===== config.mk =====
export PLATFORM = sky130hd
export DESIGN_NAME = nes_poll_controller
export DESIGN_NICKNAME = d
export VERILOG_FILES = /design/src/rtl/nes_pkg.sv /design/src/rtl/nes_phase_timer.sv /design/src/rtl/nes_poll_controller.sv
export SDC_FILE = /design/constraint.sdc
export NUM_CORES = 1
export LEC_CHECK = 0
export ABC_AREA = 1
export BUFFER_PORTS_ARGS = -buffer_cell sky130_fd_sc_hd__buf_4
export CAP_MARGIN = 15
export CELL_PAD_IN_SITES_DETAIL_PLACEMENT = 0
export CELL_PAD_IN_SITES_GLOBAL_PLACEMENT = 1
export CORE_ASPECT_RATIO = 1.1
export CORE_MARGIN = 10
export CORE_UTILIZATION = 40
export DETAILED_ROUTE_END_ITERATION = 16
export PLACE_DENSITY = 0.83
export RECOVER_POWER = 100
export SLEW_MARGIN = 20
export SYNTH_ARGS = -nofsm -noshare
export SYNTH_HDL_FRONTEND = slang
export SYNTH_SLANG_ARGS = --single-unit

===== constraint.sdc =====
create_clock -name CLK -period 3.7 [get_ports CLK]
set_clock_uncertainty 0.05 [all_clocks]
set_input_delay 0.185 -clock CLK [delete_from_list [all_inputs] [get_ports CLK]]
set_output_delay 0.185 -clock CLK [all_outputs]
set_load 0.005 [all_outputs]

===== src/rtl/nes_pkg.sv =====
// Shared types and constants for the NES gamepad poll controller.
// Latency: n/a (declarations only).
// Backpressure: n/a.
package nes_pkg;

   localparam int NES_BITS = 8;

   localparam int BTN_A      = 0;
   localparam int BTN_B      = 1;
   localparam int BTN_SELECT = 2;
   localparam int BTN_START  = 3;
   localparam int BTN_UP     = 4;
   localparam int BTN_DOWN   = 5;
   localparam int BTN_LEFT   = 6;
   localparam int BTN_RIGHT  = 7;

   typedef enum logic [1:0] {
      IDLE  = 2'd0,
      LATCH = 2'd1,
      READ  = 2'd2,
      DONE  = 2'd3
   } nes_state_t;

endpackage


===== src/rtl/nes_phase_timer.sv =====
// Divide counter splitting a serial slot into 2*DIV phases with strobes.
// Latency: phase is 0 on the cycle after clr, strobes are combinational.
// Backpressure: none; free-running unless cleared.
module nes_phase_timer #(
   parameter int DIV = 6
) (
   input  logic core_clk,
   input  logic arst_n,
   input  logic clr,
   output logic last_low,
   output logic slot_end
);

   localparam int PW = $clog2(2 * DIV);

   logic [PW-1:0] phase;

   assign last_low = (phase == PW'(DIV - 1));
   assign slot_end = (phase == PW'(2 * DIV - 1));

   always_ff @(posedge core_clk or negedge arst_n) begin
      if (!arst_n) begin
         phase <= '0;
      end else if (clr || slot_end) begin
         phase <= '0;
      end else begin
         phase <= phase + PW'(1);
      end
   end

endmodule


===== src/rtl/nes_poll_controller.sv =====
// Polls an NES gamepad: latch pulse, 8 serial clocks, sample, publish byte.
// Latency: trigger at T gives valid at T+18*DIV+1; next trigger at T+18*DIV+2.
// Backpressure: none; triggers arriving while busy are dropped, not queued.
module nes_poll_controller
   import nes_pkg::*;
#(
   parameter int DIV         = 6,
   parameter int POLL_CYCLES = 833333
) (
   input  logic                CLK,
   input  logic                reset,
   input  logic                en,
   input  logic                start,
   input  logic                nes_data,
   output logic                nes_latch,
   output logic                nes_clk,
   output logic [NES_BITS-1:0] buttons,
   output logic [NES_BITS-1:0] pressed,
   output logic                valid,
   output logic                busy
);

   localparam int TW = (POLL_CYCLES > 1) ? $clog2(POLL_CYCLES) : 1;

   generate
      if (DIV < 2) begin : g_bad_div
         $error("nes_poll_controller: DIV must be at least 2");
      end
      if (POLL_CYCLES <= 18 * DIV + 2) begin : g_bad_poll
         $error("nes_poll_controller: POLL_CYCLES must exceed one frame (18*DIV+2)");
      end
   endgenerate

   nes_state_t          state;
   logic [TW-1:0]       poll_cnt;
   logic                tick;
   logic [2:0]          bit_idx;
   logic [NES_BITS-1:0] shift_q;
   logic                phase_clr;
   logic                last_low;
   logic                slot_end;

   assign tick = (poll_cnt == TW'(POLL_CYCLES - 1));

   // Phase restarts on entry to LATCH and READ; READ slots then wrap on their own.
   assign phase_clr = !en || (state == IDLE) || ((state == LATCH) && slot_end);

   nes_phase_timer #(
      .DIV (DIV)
   ) u_phase (
      .core_clk (CLK),
      .arst_n   (reset),
      .clr      (phase_clr),
      .last_low (last_low),
      .slot_end (slot_end)
   );

   always_ff @(posedge CLK or negedge reset) begin
      if (!reset) begin
         poll_cnt <= '0;
      end else if (!en || tick) begin
         poll_cnt <= '0;
      end else begin
         poll_cnt <= poll_cnt + TW'(1);
      end
   end

   always_ff @(posedge CLK or negedge reset) begin
      if (!reset) begin
         state     <= IDLE;
         nes_latch <= 1'b0;
         nes_clk   <= 1'b1;
         buttons   <= '0;
         pressed   <= '0;
         valid     <= 1'b0;
         busy      <= 1'b0;
         bit_idx   <= '0;
         shift_q   <= '0;
      end else begin
         valid <= 1'b0;
         if (!en) begin
            // Abort: pins back to idle levels, published state untouched.
            state     <= IDLE;
            nes_latch <= 1'b0;
            nes_clk   <= 1'b1;
            busy      <= 1'b0;
         end else begin
            case (state)
               IDLE: begin
                  if (tick || start) begin
                     state     <= LATCH;
                     nes_latch <= 1'b1;
                     busy      <= 1'b1;
                  end
               end
               LATCH: begin
                  if (slot_end) begin
                     state     <= READ;
                     nes_latch <= 1'b0;
                     nes_clk   <= 1'b0;
                     bit_idx   <= '0;
                  end
               end
               READ: begin
                  if (last_low) begin
                     shift_q[bit_idx] <= ~nes_data;
                     nes_clk          <= 1'b1;
                  end
                  if (slot_end) begin
                     if (bit_idx == 3'd7) begin
                        state   <= DONE;
                        buttons <= shift_q;
                        pressed <= shift_q & ~buttons;
                        valid   <= 1'b1;
                     end else begin
                        bit_idx <= bit_idx + 3'd1;
                        nes_clk <= 1'b0;
                     end
                  end
               end
               DONE: begin
                  state <= IDLE;
                  busy  <= 1'b0;
               end
               default: begin
                  state <= IDLE;
               end
            endcase
         end
      end
   end

endmodule

==> Word level (Yosys, flattened, before mapping) <==
Index checks and enable logic that the tools add are counted.
{ "word_totals": {"out_inout_bits": 20, "reg_bits": 57, "elab_cells": 83, "in_bits": 5} }
{ "classes": {"n_addsub": 3, "magnitude_cmp": 2, "reduce_logical": 17, "eq_ne": 17, "n_mux": 30, "bitwise": 3} }
{ "ops": {"columns": ["cell", "n"], "rows": [
  ["adder 20 x 1 -> 20 bit (second input constant)", 1],
  ["equality test 20 bit (second input constant)", 1],
  ["two-way mux 20 bit", 1],
  ["two-way mux 1 bit", 13],
  ["two-way mux 2 bit", 5],
  ["two-way mux 3 bit", 3],
  ["!= test 3 x 1 -> 1 bit (second input constant)", 3],
  ["!= test 3 bit (second input constant)", 3],
  ["bitwise AND 8 bit", 1],
  ["bitwise mux 8 bit", 1],
  ["NOT 8 bit", 1],
  ["one-hot mux 2 bit (4 select lines)", 1],
  ["AND reduction 4 bit", 2],
  ["!= test 2 bit (second input constant)", 3],
  ["one-hot mux 1 bit (2 select lines)", 3],
  ["one-hot mux 3 bit (2 select lines)", 1],
  ["AND reduction 3 bit", 2],
  ["logical OR 1 bit", 5],
  ["AND reduction 5 bit", 1],
  ["adder 4 x 1 -> 4 bit (second input constant)", 1],
  ["equality test 2 bit (second input constant)", 2],
  ["equality test 4 x 3 -> 1 bit (second input constant)", 1],
  ["equality test 4 bit (second input constant)", 1],
  ["< comparator 3 x 4 -> 1 bit (second input constant)", 1],
  ["other kinds (13)", 15]
]} }

==> Depth between registers and ports, before layout <==
Gate-level depths: netlist of the first run.
{ "depth": {"depth_word": 6, "mapped_depth": 9} }

==> By module <==
Synthesis of the first run repeated with hierarchy kept, for this count alone.
{ "hier_totals": {"cells_unflattened": 346, "hier_area_um2": 2921.6} }
{ "by_module_without_submodules": {"columns": ["module", "n_inst", "seq_area_each_um2", "area_each_um2", "cells_per_inst"], "rows": [
  ["nes_poll_controller", 1, 1327.5, 2696.3, 320],
  ["nes_phase_timer", 1, 100.1, 225.2, 26]
]} }

==> Worst setup path after synthesis of the first run <==
No wires, ideal clock.
{ "synth_path": {"path_type": "register -> register", "startpoint": "reg bit_idx[0]", "endpoint": "reg pressed[5]", "arrival_time_ns": 1.344, "path_slack_ns": 2.181, "t_required_ns": 3.525, "n_path_buf": 1, "stages_incl_launch_ff": 7, "path_cell_list": "dfrtp_1 > ha_1 > ha_1 > nand4_2 > clkbuf_1 > o21ai_0 > o21ai_1"} }
{ "synth_between": {"elab_chain_len": 2} }
{ "synth_lines": {"columns": ["item", "line", "text"], "rows": [
  ["start: declaration", "nes_poll_controller.sv:37", "logic [2:0] bit_idx;"],
  ["start signal: assignment", "nes_poll_controller.sv:116", "bit_idx <= bit_idx + 3'd1;"],
  ["equality test 3 bit", "nes_poll_controller.sv:110", "if (bit_idx == 3'd7) begin"],
  ["AND reduction 4 bit (no line)", null, null],
  ["end signal: assignment", "nes_poll_controller.sv:113", "pressed <= shift_q & ~buttons;"],
  ["end: declaration", "nes_poll_controller.sv:18", "output logic [NES_BITS-1:0] pressed,"]
]} }
No other way between the ends.
A chain may end at the register's enable or synchronous reset.

==> Worst setup path in the final report of the first run <==
{ "layout_path": {"startpoint": "reg bit_idx[0]", "endpoint": "reg pressed[2]"} }
The elaborated chain is that of the path after synthesis.

==> results of run 1 <==
-- sequential cells by signal (all words and copies together) (netlist names) --
register       cells
busy               1
buttons            8
u_phase.phase      4
pressed            8
nes_latch          1
state              2
poll_cnt          20
nes_clk            1
shift_q            8
valid              1
bit_idx            3
-- worst reg2reg max path: stages, from the launching register on --
cell     delay (ns)
dfrtp_1        0.44
ha_1           0.18
ha_1           0.18
nand4_1        0.51
nor2_1         0.64
nand2_1        0.15
o21ai_0        0.17
-- through the flow --
stage,worst slack [ns],cell area [µm²]
floorplan,2.18,2870
global placement,1.89,3130
detailed placement,1.75,3130
CTS,1.77,3350
global route,0.989,3260
finish,1.31,3260
-- report_power, final --
group          leakage (nW)  switching, W  internal (W)
logic                 0.648      0.000126     0.0000723
registers             0.777     0.0000338      0.000662
clock network        0.0925      0.000279      0.000316
-- placed cells by master, fill, tap and decap left out, types with 2 or more instances in the layout --
cell        instances
nand4_1             7
clkbuf_1            4
nor3_2              4
xnor2_1             3
xor2_1              8
nand2_1            78
clkbuf_4           16
inv_1              25
clkbuf_8            9
o31ai_1             2
nand3_1            20
nor3b_1             4
buf_4               3
nor3_1              3
nor2_1             53
o21ai_0            33
a21oi_1             6
inv_2               6
ha_1               10
dfrtp_1            56
clkinvlp_4          3
o21ai_1             2
inv_6               2
o211ai_1            2
-- cells in the mapped netlist (all sizes together) --
cell type  number
dfstp           1
inv            31
clkbuf          2
buf             2
o21ai          35
a22oi           1
nand4           7
dfrtp          56
xor2            8
o31ai           2
a21oi           6
xnor2           3
or2             1
nand2          79
ha             10
o211ai          2
a31oi           1
nand3          21
nor2           55
a211oi          1
nor3            7
nor3b           4
-- cell type report --
cell class | instances | area, µm² | area share
inverter | 31 | 116 | 0.0356
multi-input combinational | 243 | 1240 | 0.379
sequential | 57 | 1430 | 0.437
clock inverter | 7 | 78.8 | 0.0241
clock buffer | 9 | 124 | 0.0379
tap | 85 | 106 | 0.0326
timing repair buffer | 25 | 173 | 0.0529
-- layer usage --
| layer | wire (µm) | up-vias | part of all wire | track usage |
|---|---|---|---|---|
| met5 | 0 | - | 0 | 0 |
| met4 | 123 | 0 | 0.020 | 0.0646 |
| met3 | 200 | 10 | 0.032 | 0.0291 |
| met2 | 3080 | 26 | 0.49 | 0.215 |
| met1 | 2820 | 1074 | 0.45 | 0.143 |
| li1 | - | 1157 | - | - |
-- how the worst max path moves through the flow --
| stage | from | end | slack, ns |
|---|---|---|---|
| CTS | bit_idx[0]$_DFFE_PN0P_ | pressed[2]$_DFFE_PN0P_ | 1.77 |
| detailed placement | bit_idx[0]$_DFFE_PN0P_ | pressed[2]$_DFFE_PN0P_ | 1.75 |
| floorplan | bit_idx[0]$_DFFE_PN0P_ | pressed[5]$_DFFE_PN0P_ | 2.18 |
| finish | bit_idx[0]$_DFFE_PN0P_ | pressed[2]$_DFFE_PN0P_ | 1.31 |
| global route | bit_idx[0]$_DFFE_PN0P_ | pressed[0]$_DFFE_PN0P_ | 0.99 |
| global placement | bit_idx[1]$_DFFE_PN0P_ | pressed[2]$_DFFE_PN0P_ | 1.89 |
-- kinds of logic after synthesis --
family / count (synthesis)
adder cells (fa/ha/maj): 10
buffers and inverters: 35
flip-flops: 57
AO/OA/AOI/OAI: 48
XOR/XNOR: 11
AND/OR/NAND/NOR: 174
==> results.json, run 1 <==
{
  "status": "completed",
  "worst_slew_pin_slew_ns": 1.39,
  "grt_max_degree": 58,
  "dieArea_mm2": 0.0110,
  "antenna_left": 0,
  "htreeDepth": 3,
  "synthTopCellsByArea": "dfrtp_1 (49%), nand2_1 (9.8%), nor2_1 (6.5%)",
  "path_cells": "ha_1 -> ha_1 -> nand4_1 -> nor2_1 -> nand2_1 -> o21ai_0",
  "cp_top_family": "simple AND/OR/NAND/NOR gates",
  "whs_ns": 0.0171,
  "critPathKind": "reg2reg",
  "synth_cell_types": 33,
  "die_h_um": 109,
  "drc": 0,
  "clk_latency_ns": 0.34,
  "worstSetupEndpointType": "flop",
  "worst_ir_drop_vdd_mv": 0.271,
  "grt_pass1_wl_mm": 11.1,
  "postLayoutCoreUtil": 0.466,
  "synth-xor-area-share": 0.0336,
  "yosysWarnings": 0,
  "die_w_um": 101,
  "place_inst": 440,
  "nNetsFinal": 382,
  "ioPinCount": 25,
  "worstHoldStart": "nes_data",
  "cp-start-kind": "flop",
  "num_vias": 2267,
  "place_hpwl_mm": 4.55,
  "hold_class": "in2reg",
  "routedWlPerCell_um": 13.6,
  "drive_gt1_frac": 0.140,
  "synth_top_area_share": 0.488,
  "finalWirelength_mm": 6.23,
  "ctsHoldBuffers": 1,
  "drt_iter0_drc": 85,
  "ys_ff_latch": 57,
  "power_leakage_nw": 1.52,
  "rrSetupSlack_ns": 1.31,
  "power_density_mw_per_mm2": 456,
  "syn_area_per_cell_um2": 8.57,
  "max_cap_violations": 0,
  "cts_buffers": 9,
  "slew_viol_final": 0,
  "clk_pin_slew_worst_paths_ns": 0.08,
  "power_w": 0.00149,
  "synth.largest_area_cell": "dfrtp_1",
  "drt-vias-per-instance": 4.96,
  "grt_pass1_vias": 2433,
  "post_cts_buffers": 0,
  "cts.sinks": 57,
  "slowest_stage": "nor2_1",
  "hold_depth": 2,
  "path_buf_inv": 0,
  "track_usage": 0.126,
  "area_growth_pct": 13.7,
  "worstReg2RegStart": "bit_idx[0]$_DFFE_PN0P_",
  "hold_violations": 0,
  "worstPathMaxFanout": 18,
  "fin_crit_sh": 0.645,
  "syn_nets": 350,
  "slew-limit-headroom": 0.0702,
  "post_cts_resized": 0,
  "cpMostUsedCell": "ha_1",
  "synth_compound_area_frac": 0.0893,
  "clock_path_buffers": 2,
  "cp.arrival_ns": 2.60,
  "cp.depth": 6,
  "row_count": 32,
  "cts_tree": "done",
  "period_needed_ns": 2.39,
  "synth_seq_area_share": 0.497,
  "fin_cells": 457,
  "synth.area.mux_share": 0,
  "syn-instance-count": 335,
  "port_buffers": 24,
  "dr.pass1.iters": 4,
  "diodes": 0,
  "setup_viol": 0,
  "rsz0062_at_grt": "no",
  "cp_slowest_stage_delay_ns": 0.64,
  "gp_congestion": 0.822,
  "synth_area_mm2": 0.00287,
  "r2r-end": "pressed[2]$_DFFE_PN0P_",
  "synth_top_family_by_area": "simple AND/OR/NAND/NOR gates",
  "cts_root_buf": "clkbuf_8",
  "synth_adder_area_share": 0.0436,
  "worstRegToRegCells": 6,
  "overflow": 0,
  "synthSimpleGateAreaFrac": 0.288,
  "clock.fmax_mhz": 419,
  "num-fill-cells": 690,
  "core_mm2": 0.00701,
  "grt_antenna_before_repair": 0,
  "holdPathEnd": "shift_q[5]$_DFFE_PN0P_",
  "fin_setup_tns_ns": 0,
  "critPathRequiredTime_ns": 3.91,
  "start_util": 0.410
}
Power figures use the tool's default switching activity.
==> inputs of run 2 (changes only) <==
==> constraint.sdc (replaced) <==
create_clock -name CLK -period 2.4 [get_ports CLK]
set_clock_uncertainty 0.05 [all_clocks]
set_input_delay 0.12 -clock CLK [delete_from_list [all_inputs] [get_ports CLK]]
set_output_delay 0.12 -clock CLK [all_outputs]
set_load 0.005 [all_outputs]
==> results.json, run 2 (same netlist as run 1, synthesis figures left out) <==
{
  "ctsHoldBuffers": 2,
  "slew_viol_final": 0,
  "largest_reg_flops": 20,
  "power_leakage_nw": 1.55,
  "place_area_mm2": 0.00313,
  "dr.pass1.iters": 4,
  "die_h_um": 109,
  "status": "completed",
  "worstSetupEndpointType": "flop",
  "fin_setup_tns_ns": 0,
  "r2r-end": "shift_q[0]$_DFFE_PN0P_",
  "hold_class": "in2reg",
  "slew-limit-headroom": 0.0709,
  "cts_buffers": 9,
  "overflow": 0,
  "mostFrequentLayoutCells": "nand2_1 (77), dfrtp_1 (56), nor2_1 (52)",
  "cts.sinks": 57,
  "clk_pin_slew_worst_paths_ns": 0.08,
  "area_growth_pct": 14.2,
  "fin_crit_sh": 0.840,
  "endpoint": "shift_q[0]$_DFFE_PN0P_",
  "drc": 0,
  "worst_ir_drop_vdd_mv": 0.407,
  "clk_latency_ns": 0.34,
  "grt_antenna_before_repair": 0,
  "worstPathMaxFanout": 18,
  "fin_area_mm2": 0.00328,
  "place_hpwl_mm": 4.53,
  "hold_violations": 0,
  "track_usage": 0.124,
  "setup_viol": 0,
  "rsz0062_at_grt": "no",
  "cp-startpoint": "state[0]$_DFFE_PN0P_",
  "worstRegToRegCells": 8,
  "layout_commonest_cell": "nand2_1",
  "row_count": 32,
  "port_buffers": 24,
  "num-fill-cells": 690,
  "critPathKind": "reg2reg",
  "start_util": 0.410,
  "nNetsFinal": 383,
  "routedWlPerCell_um": 13.6,
  "cts_tree": "done",
  "ioPinCount": 25,
  "clock.fmax_mhz": 496,
  "rrSetupSlack_ns": 0.39,
  "hold_depth": 3,
  "core_mm2": 0.00701,
  "drive_gt1_frac": 0.150,
  "cp.arrival_ns": 2.24,
  "top_register": "poll_cnt",
  "htreeDepth": 3,
  "post_cts_buffers": 0,
  "dieArea_mm2": 0.0110,
  "grt_pass1_vias": 2374,
  "diodes": 0,
  "cp-start-kind": "flop",
  "grt_max_degree": 58,
  "power_density_mw_per_mm2": 680,
  "worst_slew_pin_slew_ns": 1.39,
  "drt_iter0_drc": 75,
  "clock_path_buffers": 2,
  "antenna_left": 0,
  "post_cts_resized": 0,
  "num_vias": 2261,
  "grt_pass1_wl_mm": 11.0,
  "drt-vias-per-instance": 4.94,
  "max_cap_violations": 0,
  "finalWirelength_mm": 6.22,
  "critPathRequiredTime_ns": 2.62,
  "gp_congestion": 0.823,
  "cts_root_buf": "clkbuf_8",
  "worstReg2RegStart": "state[0]$_DFFE_PN0P_",
  "die_w_um": 101,
  "period_needed_ns": 2.01
}
[run 2: critical path, stage by stage (launching register included)]
cell and delay (ns):
dfrtp_1 0.43, inv_1 0.10, ha_1 0.31, nand2_4 0.18
nor2_1 0.31, nand2_1 0.16, nor3_1 0.22, nor2_1 0.06
a21oi_1 0.11
[run 2: worst min-delay path by stage]
| stage | from | to | slack, ns |
|---|---|---|---|
| final | en | busy$_DFFE_PN0P_ | 0.05 |
| after global routing | en | busy$_DFFE_PN0P_ | 0.06 |
| after floorplan | reset | bit_idx[0]$_DFFE_PN0P_ | -0.23 |
| after CTS | en | busy$_DFFE_PN0P_ | 0.04 |
| after detailed placement | reset | poll_cnt[17]$_DFF_PN0_ | 0.18 |
| after global placement | reset | poll_cnt[14]$_DFF_PN0_ | 0.18 |
[run 2: area by class of cell]
class,count,area (µm²),area share
sequential,57,1430,0.435
tap,85,106,0.0324
clock inverter,7,58.8,0.0179
timing repair buffer,26,186,0.0568
clock buffer,9,124,0.0378
multi-input combinational,243,1260,0.384
inverter,31,116,0.0355
[run 2: metal layers]
| layer | vias up | track usage | part of all wire |
|---|---|---|---|
| met5 | - | 0 | 0 |
| met4 | 0 | 0.0333 | 0.011 |
| met3 | 6 | 0.0456 | 0.041 |
| met2 | 33 | 0.215 | 0.51 |
| met1 | 1060 | 0.141 | 0.44 |
| li1 | 1162 | - | - |
[run 2: metrics by stage]
step                      power, W  hold slack, ns  setup slack, ns   util  cells
after detailed placement   0.00143           0.184            0.461  0.447    440
after CTS                  0.00229          0.0400            0.433  0.476    458
final                      0.00223          0.0511            0.385  0.468    458
after floorplan            0.00130          -0.226            0.881      -    335
after global routing       0.00236          0.0576            0.102  0.468    458
after global placement     0.00142           0.177            0.589  0.447    440
[run 2: report_power, final]
group / internal (W) / switching [W] / total (W)
Clock: 0.000390 / 0.000457 / 0.000847
Combinational: 0.000119 / 0.000198 / 0.000317
Sequential: 0.00102 / 0.0000480 / 0.00107
